[src/rtl/uart_tx_sequencer.sv]
// Two-requester round-robin front end for uart_transmitter. Each granted 32-bit word
// is sent as four LSB-first bytes, paced by Tx_BUSY, with a per-byte handshake timeout.
module uart_tx_sequencer #(
    parameter int         TIMEOUT      = 16,
    parameter logic [2:0] BAUD_DEFAULT = 3'b010
) (
    input  logic        clk,
    input  logic        reset,
    input  logic        en,
    input  logic [2:0]  baud_cfg,
    input  logic        req_a,
    input  logic        req_b,
    input  logic [31:0] word_a,
    input  logic [31:0] word_b,
    output logic        done_a,
    output logic        done_b,
    output logic        timeout_err,
    output logic        seq_busy,
    output logic [7:0]  Tx_DATA,
    output logic        Tx_WR,
    output logic        Tx_EN,
    output logic [2:0]  baud_select,
    input  logic        Tx_BUSY
);
    localparam int               CNT_W     = $clog2(TIMEOUT + 1);
    localparam logic [CNT_W-1:0] CNT_LIMIT = CNT_W'(TIMEOUT);

    typedef enum logic [2:0] {
        S_IDLE,
        S_STROBE,
        S_WAIT_BUSY,
        S_WAIT_IDLE,
        S_DONE
    } state_t;

    state_t           r_state;
    state_t           w_next;
    logic [31:0]      r_word;
    logic [1:0]       r_byte_idx;
    logic             r_owner;       // 1 = requester B
    logic             r_last_grant;  // 1 = requester B
    logic             r_abort;
    logic [CNT_W-1:0] r_cnt;
    logic [7:0]       r_tx_data;
    logic [2:0]       r_baud;
    logic             r_tx_en;
    logic             r_seq_busy;

    logic             w_grant;
    logic             w_grant_b;
    logic             w_advance;
    logic             w_cnt_hit;
    logic [CNT_W-1:0] w_cnt_inc;
    logic [31:0]      w_word_in;

    assign w_word_in = w_grant_b ? word_b : word_a;

    always_ff @(posedge clk or negedge reset) begin
        if (!reset) r_state <= S_IDLE;
        else        r_state <= w_next;
    end

    always_comb begin
        w_next    = r_state;
        w_grant   = 1'b0;
        w_grant_b = 1'b0;
        w_advance = 1'b0;
        w_cnt_inc = r_cnt + CNT_W'(1);
        w_cnt_hit = (w_cnt_inc == CNT_LIMIT);
        case (r_state)
            S_IDLE: begin
                if (en && (req_a || req_b)) begin
                    w_grant   = 1'b1;
                    // On a tie the requester that was not served last wins
                    w_grant_b = req_b && (!req_a || !r_last_grant);
                    w_next    = S_STROBE;
                end
            end
            S_STROBE: w_next = S_WAIT_BUSY;
            S_WAIT_BUSY: begin
                if (Tx_BUSY)        w_next = S_WAIT_IDLE;
                else if (w_cnt_hit) w_next = S_DONE;
            end
            S_WAIT_IDLE: begin
                if (!Tx_BUSY) begin
                    if (r_byte_idx == 2'd3) begin
                        w_next = S_DONE;
                    end else begin
                        w_advance = 1'b1;
                        w_next    = S_STROBE;
                    end
                end
            end
            S_DONE:  w_next = S_IDLE;
            default: w_next = S_IDLE;
        endcase
    end

    always_ff @(posedge clk or negedge reset) begin
        if (!reset) begin
            r_byte_idx   <= 2'd0;
            r_owner      <= 1'b0;
            r_last_grant <= 1'b1;
            r_abort      <= 1'b0;
            r_cnt        <= '0;
            r_tx_data    <= 8'h00;
            r_baud       <= BAUD_DEFAULT;
            r_tx_en      <= 1'b0;
            r_seq_busy   <= 1'b0;
        end else begin
            r_tx_en <= en;
            case (r_state)
                S_IDLE: begin
                    if (w_grant) begin
                        r_tx_data  <= w_word_in[7:0];
                        r_baud     <= baud_cfg;
                        r_byte_idx <= 2'd0;
                        r_owner    <= w_grant_b;
                        r_abort    <= 1'b0;
                        r_seq_busy <= 1'b1;
                    end
                end
                S_STROBE: r_cnt <= '0;
                S_WAIT_BUSY: begin
                    if (!Tx_BUSY) begin
                        r_cnt <= w_cnt_inc;
                        if (w_cnt_hit) r_abort <= 1'b1;
                    end
                end
                S_WAIT_IDLE: begin
                    // Next byte is loaded only once the transmitter is idle again
                    if (w_advance) begin
                        r_byte_idx <= r_byte_idx + 2'd1;
                        r_tx_data  <= r_word[15:8];
                    end
                end
                S_DONE: begin
                    r_last_grant <= r_owner;
                    r_seq_busy   <= 1'b0;
                end
                default: ;
            endcase
        end
    end

    // Hold register shifts right so the outgoing byte is always r_word[7:0]
    always_ff @(posedge clk) begin
        if (w_grant)        r_word <= w_word_in;
        else if (w_advance) r_word <= {8'h00, r_word[31:8]};
    end

    assign Tx_WR       = (r_state == S_STROBE);
    assign done_a      = (r_state == S_DONE) && !r_owner;
    assign done_b      = (r_state == S_DONE) && r_owner;
    assign timeout_err = (r_state == S_DONE) && r_abort;
    assign seq_busy    = r_seq_busy;
    assign Tx_DATA     = r_tx_data;
    assign Tx_EN       = r_tx_en;
    assign baud_select = r_baud;

endmodule

[config.mk]
export PLATFORM = sky130hd
export DESIGN_NAME = uart_tx_sequencer
export DESIGN_NICKNAME = d
export VERILOG_FILES = /design/src/rtl/uart_tx_sequencer.sv
export SDC_FILE = /design/constraint.sdc
export NUM_CORES = 1
export LEC_CHECK = 0
export ABC_CLOCK_PERIOD_IN_PS = 3150
export CAP_MARGIN = 10
export CORE_MARGIN = 1
export CORE_UTILIZATION = 45
export CTS_CLUSTER_DIAMETER = 100
export DETAILED_ROUTE_END_ITERATION = 16
export GPL_TIMING_DRIVEN = 0
export PLACE_DENSITY = 0.8
export SETUP_SLACK_MARGIN = 0.1
export SLEW_MARGIN = 20
export SYNTH_ARGS = -nofsm -noshare
export SYNTH_HDL_FRONTEND = slang
export SYNTH_SLANG_ARGS = --single-unit
[constraint.sdc]
create_clock -name clk -period 3.15 [get_ports clk]
set_clock_uncertainty 0.05 [all_clocks]
set_input_delay 0.63 -clock clk [delete_from_list [all_inputs] [get_ports clk]]
set_output_delay 0.63 -clock clk [all_outputs]
set_load 0.02 [all_outputs]
# [Word level (Yosys, flattened, before mapping)]
# Cells that the tools add are included.
[op_classes] n_mux=30 n_eq_ne=13 n_reduce_logical=22 n_addsub=2
[op_table] op="2-to-1 mux 32 bit" count=3
[op_table] op="2-to-1 mux 8 bit" count=2
[op_table] op="one-hot mux 8 bit (2 select lines)" count=1
[op_table] op="2-to-1 mux 3 bit" count=5
[op_table] op="inequality test 2 bit (second input constant)" count=6
[op_table] op="one-hot mux 3 bit (4 select lines)" count=1
[op_table] op="2-to-1 mux 1 bit" count=11
[op_table] op="one-hot mux 5 bit (2 select lines)" count=1
[op_table] op="nonzero test 2 bit" count=5
[op_table] op="== test 3 x 2 -> 1 bit (second input constant)" count=2
[op_table] op="AND reduction 2 bit" count=3
[op_table] op="AND reduction 3 bit" count=2
[op_table] op="adder 5 x 1 -> 5 bit (second input constant)" count=1
[op_table] op="== test 5 bit (second input constant)" count=1
[op_table] op="logical AND 1 bit" count=5
[op_table] op="2-to-1 mux 5 bit" count=1
[op_table] op="2-to-1 mux 2 bit" count=2
[op_table] op="one-hot mux 1 bit (2 select lines)" count=2
[op_table] op="one-hot mux 2 bit (2 select lines)" count=1
[op_table] op="AND reduction 4 bit" count=1
[op_table] op="== test 3 x 1 -> 1 bit (second input constant)" count=1
[op_table] op="== test 3 bit (second input constant)" count=1
[op_table] op="logical NOT 1 bit" count=3
[op_table] op="logical NOT 3 bit" count=1
[op_table] op="other kinds (4)" count=5
[totals] ff_bits=58 wordCells=78 output_inout_bits=17 in_bits=73

# [Depth between registers and ports, before layout]
[depth] depth_word=8 mapped_depth=6 ltp_nobuf=5

# [Least setup slack after synthesis]
# No wires, ideal clock.
[synth_timing] path_kind="input to register" start="input en" end="register r_word[10] (enable)" n_path_buf=1 cell_stages=4 t_required_ns=2.721 path_slack_ns=0.755 t_arrival_ns=1.966 setup_time_ns=0.379 cell_sequence="or4b_4 > o32a_1 > buf_2 > inv_1"
[synth_via] elab_chain_cells=4
[synth_lines] item="start: declaration" line="9" rtl="input logic en,"
[synth_lines] item="logical AND 1 bit" line="72" rtl="if (en && (req_a || req_b)) begin"
[synth_lines] item="2-to-1 mux 1 bit" line="72"
[synth_lines] item="2-to-1 mux 1 bit" line="70" rtl="case (r_state)"
[synth_lines] item="nonzero test 2 bit (no line)"
[synth_lines] item="end signal: assignment" line="148" rtl="if (w_grant) r_word <= w_word_in;"
[synth_lines] item="end signal: assignment" line="149" rtl="else if (w_advance) r_word <= {8'h00, r_word[31:8]};"
[synth_lines] item="end: declaration" line="38" rtl="logic [31:0] r_word;"
# No other way between the ends.
# A chain may end at the register's enable or synchronous reset.

# [Worst setup path after layout]
[layout_timing] start="input en" end="register r_word[24] (enable)"
# Same word-level chain as after synthesis.

==> impl.org <==
** Power
- Power spread over the standard cell area amounts to 694 nW/um2.
- Leakage :: 1.50 nW
- Across the VDD grid, the largest voltage drop is 309 uV.
- Tot Pwr :: 2.53 mW

** Placed design
- Detailed placer's ending HPWL :: 4.66 mm
- After detailed placement, the total cell area comes to 3520 um2.
- Number of placed instances with taps included :: 435
- Routability congestion estimate from global placement :: 0.783
- IO buf count :: 89

** Setup path
- Largest incremental delay on the critical path :: 0.66 ns
- Reg2Reg Capture Point :: r_word[24]
- Max stage delay cell, worst path :: inv_1
- At the worst endpoint, the required time is 3.03 ns.
- Startpoint of the most critical register-to-register path :: r_state[2]
- Register-to-Register Setup Slack :: 0.48 ns
- The number of cells on the worst reg-to-reg path is 5.
- Launching instance or port of the critical path :: en
- Max FO, Critical Path :: 24
- Critical path endpoint category :: register
- Data arrives at the worst endpoint at 2.74 ns.
- Cell Chain, Critical Path :: clkdlybuf4s50_1 > or4b_4 > o32a_1 > buf_2 > inv_1
- Critical path destination :: r_word[24]
- Sort of element at the start of the critical path :: input port
- The critical path is of the input port to register type.

** Synth
- Counting distinct cell types in the post-synthesis netlist gives 39.
- Cell area after synthesis :: 2550 um2
- Post-synth ARST share :: 0.520
- Synthesis produced a netlist whose cell count is 274.
- Dominant register cell in the synthesized netlist :: edfxtp_1
- Synthesized area per cell :: 9.30 um2
- In this run, synthesis produced a sequential element count of 50.
- Counting flops with a built-in enable in the synthesized netlist gives 24.
- Counting every net in the synthesized netlist gives 349.
- During synthesis, Yosys emitted a total of 0 warnings.
- The share of the Yosys chip area taken by registers is 0.539.

** Timing
- Final Hold Viols :: 0
- The number of pins with negative max-slew slack in the final report came to 0.
- Headroom to the max-slew limit came out at 0.409.
- For this run, the top clock speed supported by timing is 350 MHz.
- RSZ-0062 raised after global routing :: no
- Fin Hold WS :: 0.277 ns
- Shortest period the worst path allows :: 2.86 ns
- Setup violations remaining at the end of the flow were counted as 0.
- Dividing the final minimum period by the clock period gives 0.908.
- Worst Tran Pin Value :: 0.886 ns

** Floorplanning
- The die is 77.3 um tall.
- In this run the core area contains 27 standard-cell rows.
- For this configuration, the core starts out at a cell density of 0.466.
- The die is 77.3 um wide.
- During I/O placement, the number of pins put on the boundary was 90.
- Total core area :: 5470 um2
- The die covers 5970 um2.

** Final layout
- Once layout is complete, the cells apart from fillers number 443.
- Filler Cells Inserted :: 468
- After the last flow step, the layout net total stands at 445.
- Proportion of layout cells with a drive suffix above 1 :: 0.0728
- Number of antenna repair diodes :: 0
- Total area of multi-input combinational cells :: 1080 um2
- Area taken by flip-flops and latches :: 1370 um2
- Layout overhead on the synthesized area :: 42.7%
- After routing the design area is 3640 um2.

** CTS
- Clock latency reported for the late side of the worst-skew pair :: 0.30 ns
- Clock-pin slew was measured on the worst setup and hold paths at 0.09 ns.
- Number of gates resized after CTS :: 0
- After clock tree synthesis, the setup repair step added 0 buffers.
- The number of hold buffers added after CTS was 0.
- The H-tree generated during clock tree synthesis spans 2 levels.
- In this run, CTS created clock tree buffers numbering 5.
- The clock net in this run drives a total of 50 sinks.
- Buffers from clock root to sink, at most :: 2
- TritonCTS built the clock tree.
- Clk Tree Root Cell :: clkbuf_8

** Drt
- The first detailed-routing pass took 4 iterations.
- Final routed wirelength across all metal layers :: 6.22 mm
- DRC viols :: 0
- Dividing the detail-routed via count by the number of cells gives 5.33.
- Count of nets left with antenna violations after detail routing :: 0
- The first routing iteration left 134 violations.
- Summing over every cut layer, the via total after detailed routing is 2359.
- Final routed wire length divided by cell count :: 14.0 um

** Global route
- Overflow left after global routing :: 0
- Across every metal layer, demand over resource in global routing totals 0.226.
- Number of global-route vias before repair :: 2289
- The number of antenna violations at the first check in global routing came to 0.
- The first global-routing pass estimated 10.6 mm of wire.
- Maximum number of pins on one net before global-route repair :: 27

** Flow run
- Across the run, the number of max-cap violations was 0.

** Hold path
- Worst min path class :: input port to asynchronous set/reset pin

** Outcome
- Status :: finished, final reports clean
synth_stat cells, drive strengths merged, types with 2 or more instances:
library cell	instances	area share
a31oi	16	0.039
buf	10	0.027
edfxtp	24	0.28
clkbuf	6	0.0088
dfrtp	24	0.24
dfstp	2	0.021
a21oi	13	0.026
inv	2	0.0029
o31ai	8	0.024
o21ai	6	0.012
nor2	31	0.049
a211oi	9	0.027
ha	2	0.0098
nor3	4	0.0079
and4b	2	0.0079
nor2b	3	0.0074
nand2	80	0.12
nand2b	2	0.0049
and3	10	0.025
a21o	2	0.0059
nand3	2	0.0039
a22o	3	0.010
per-stage QoR:
stage,util,setup TNS (ns),setup slack (ns)
2_1_floorplan,-,0,0.755
3_3_place_gp,0.645,-0.128,-0.00655
3_5_place_dp,0.644,-0.899,-0.0384
4_1_cts,0.665,0,0.273
5_1_grt,0.665,0,0.205
6_report,0.665,0,0.290
routing by layer:
metal  up-vias  global-route usage  share of wire  routed length, um
met5         -                   0              0                  0
met2        82               0.376           0.48               2990
met1      1109               0.293           0.45               2790
met4         0              0.0811          0.014                 86
met3         9              0.0440          0.057                356
li1       1159                   -              -                  -
worst max-delay path: cells and delay by family:
kind	cells	cell delay, ns
buffers and inverters	3	1.37
and+or+nand+nor	1	0.50
AOI/OAI and AO/OA	1	0.22
logic make-up after synthesis:
| group | after synthesis | share of synthesized area |
|---|---|---|
| muxes | 1 | 0.00442 |
| adders and majority gates | 2 | 0.00982 |
| AOI/OAI and AO/OA | 62 | 0.159 |
| and+or+nand+nor | 140 | 0.246 |
| buffers and inverters | 18 | 0.0383 |
| DFF | 50 | 0.539 |
| xor gates and xnor gates | 1 | 0.00344 |
worst min-delay path by stage:
stage | start | endpoint | slack, ns | depth (start not counted)
3_3_place_gp | baud_select[1] | baud_select[1] | 0.40 | 2
4_1_cts | reset | seq_busy | 0.29 | 1
5_1_grt | reset | r_cnt[2] | 0.31 | 1
6_report | reset | baud_select[0] | 0.28 | 1
3_5_place_dp | Tx_DATA[0] | Tx_DATA[0] | 0.42 | 2
2_1_floorplan | reset | Tx_DATA[0] | 0.28 | 0
registers in the layout (all words and copies together), names as in the netlist:
name          flops
r_word           24
Tx_EN             1
r_state           3
r_last_grant      1
Tx_DATA           8
r_owner           1
r_abort           1
r_cnt             5
seq_busy          1
r_byte_idx        2
baud_select       3
power by group:
group | switching (mW) | internal [mW]
logic | 0.564 | 0.453
clock network | 0.211 | 0.237
registers | 0.102 | 0.958
final cells by class:
| class | count | area share |
|---|---|---|
| Sequential cell | 50 | 0.378 |
| Clock inverter | 3 | 0.0120 |
| Multi-Input combinational cell | 206 | 0.296 |
| Tap cell | 72 | 0.0248 |
| Timing Repair Buffer | 89 | 0.244 |
| Clock buffer | 5 | 0.0189 |
| Inverter | 2 | 0.00206 |
| Buffer | 16 | 0.0248 |
layout by cell type, fill, tap and decap left out, types with 2 or more instances in the layout:
| master | n |
|---|---|
| nand2b_1 | 2 |
| nor2b_1 | 3 |
| ha_1 | 2 |
| dfstp_2 | 2 |
| buf_6 | 2 |
| buf_4 | 2 |
| edfxtp_1 | 24 |
| a21o_1 | 2 |
| clkbuf_1 | 6 |
| a21oi_1 | 13 |
| a31oi_1 | 16 |
| nor2_1 | 30 |
| buf_2 | 7 |
| inv_1 | 2 |
| nand2_1 | 79 |
| a211oi_1 | 9 |
| a22o_1 | 3 |
| clkbuf_8 | 5 |
| o21ai_0 | 6 |
| nand3_1 | 2 |
| dfrtp_1 | 24 |
| clkdlybuf4s50_1 | 88 |
| o31ai_1 | 8 |
| nor3_1 | 4 |
| and4b_1 | 2 |
| and3_1 | 10 |
No activity file was read; power rests on OpenSTA's default activity.
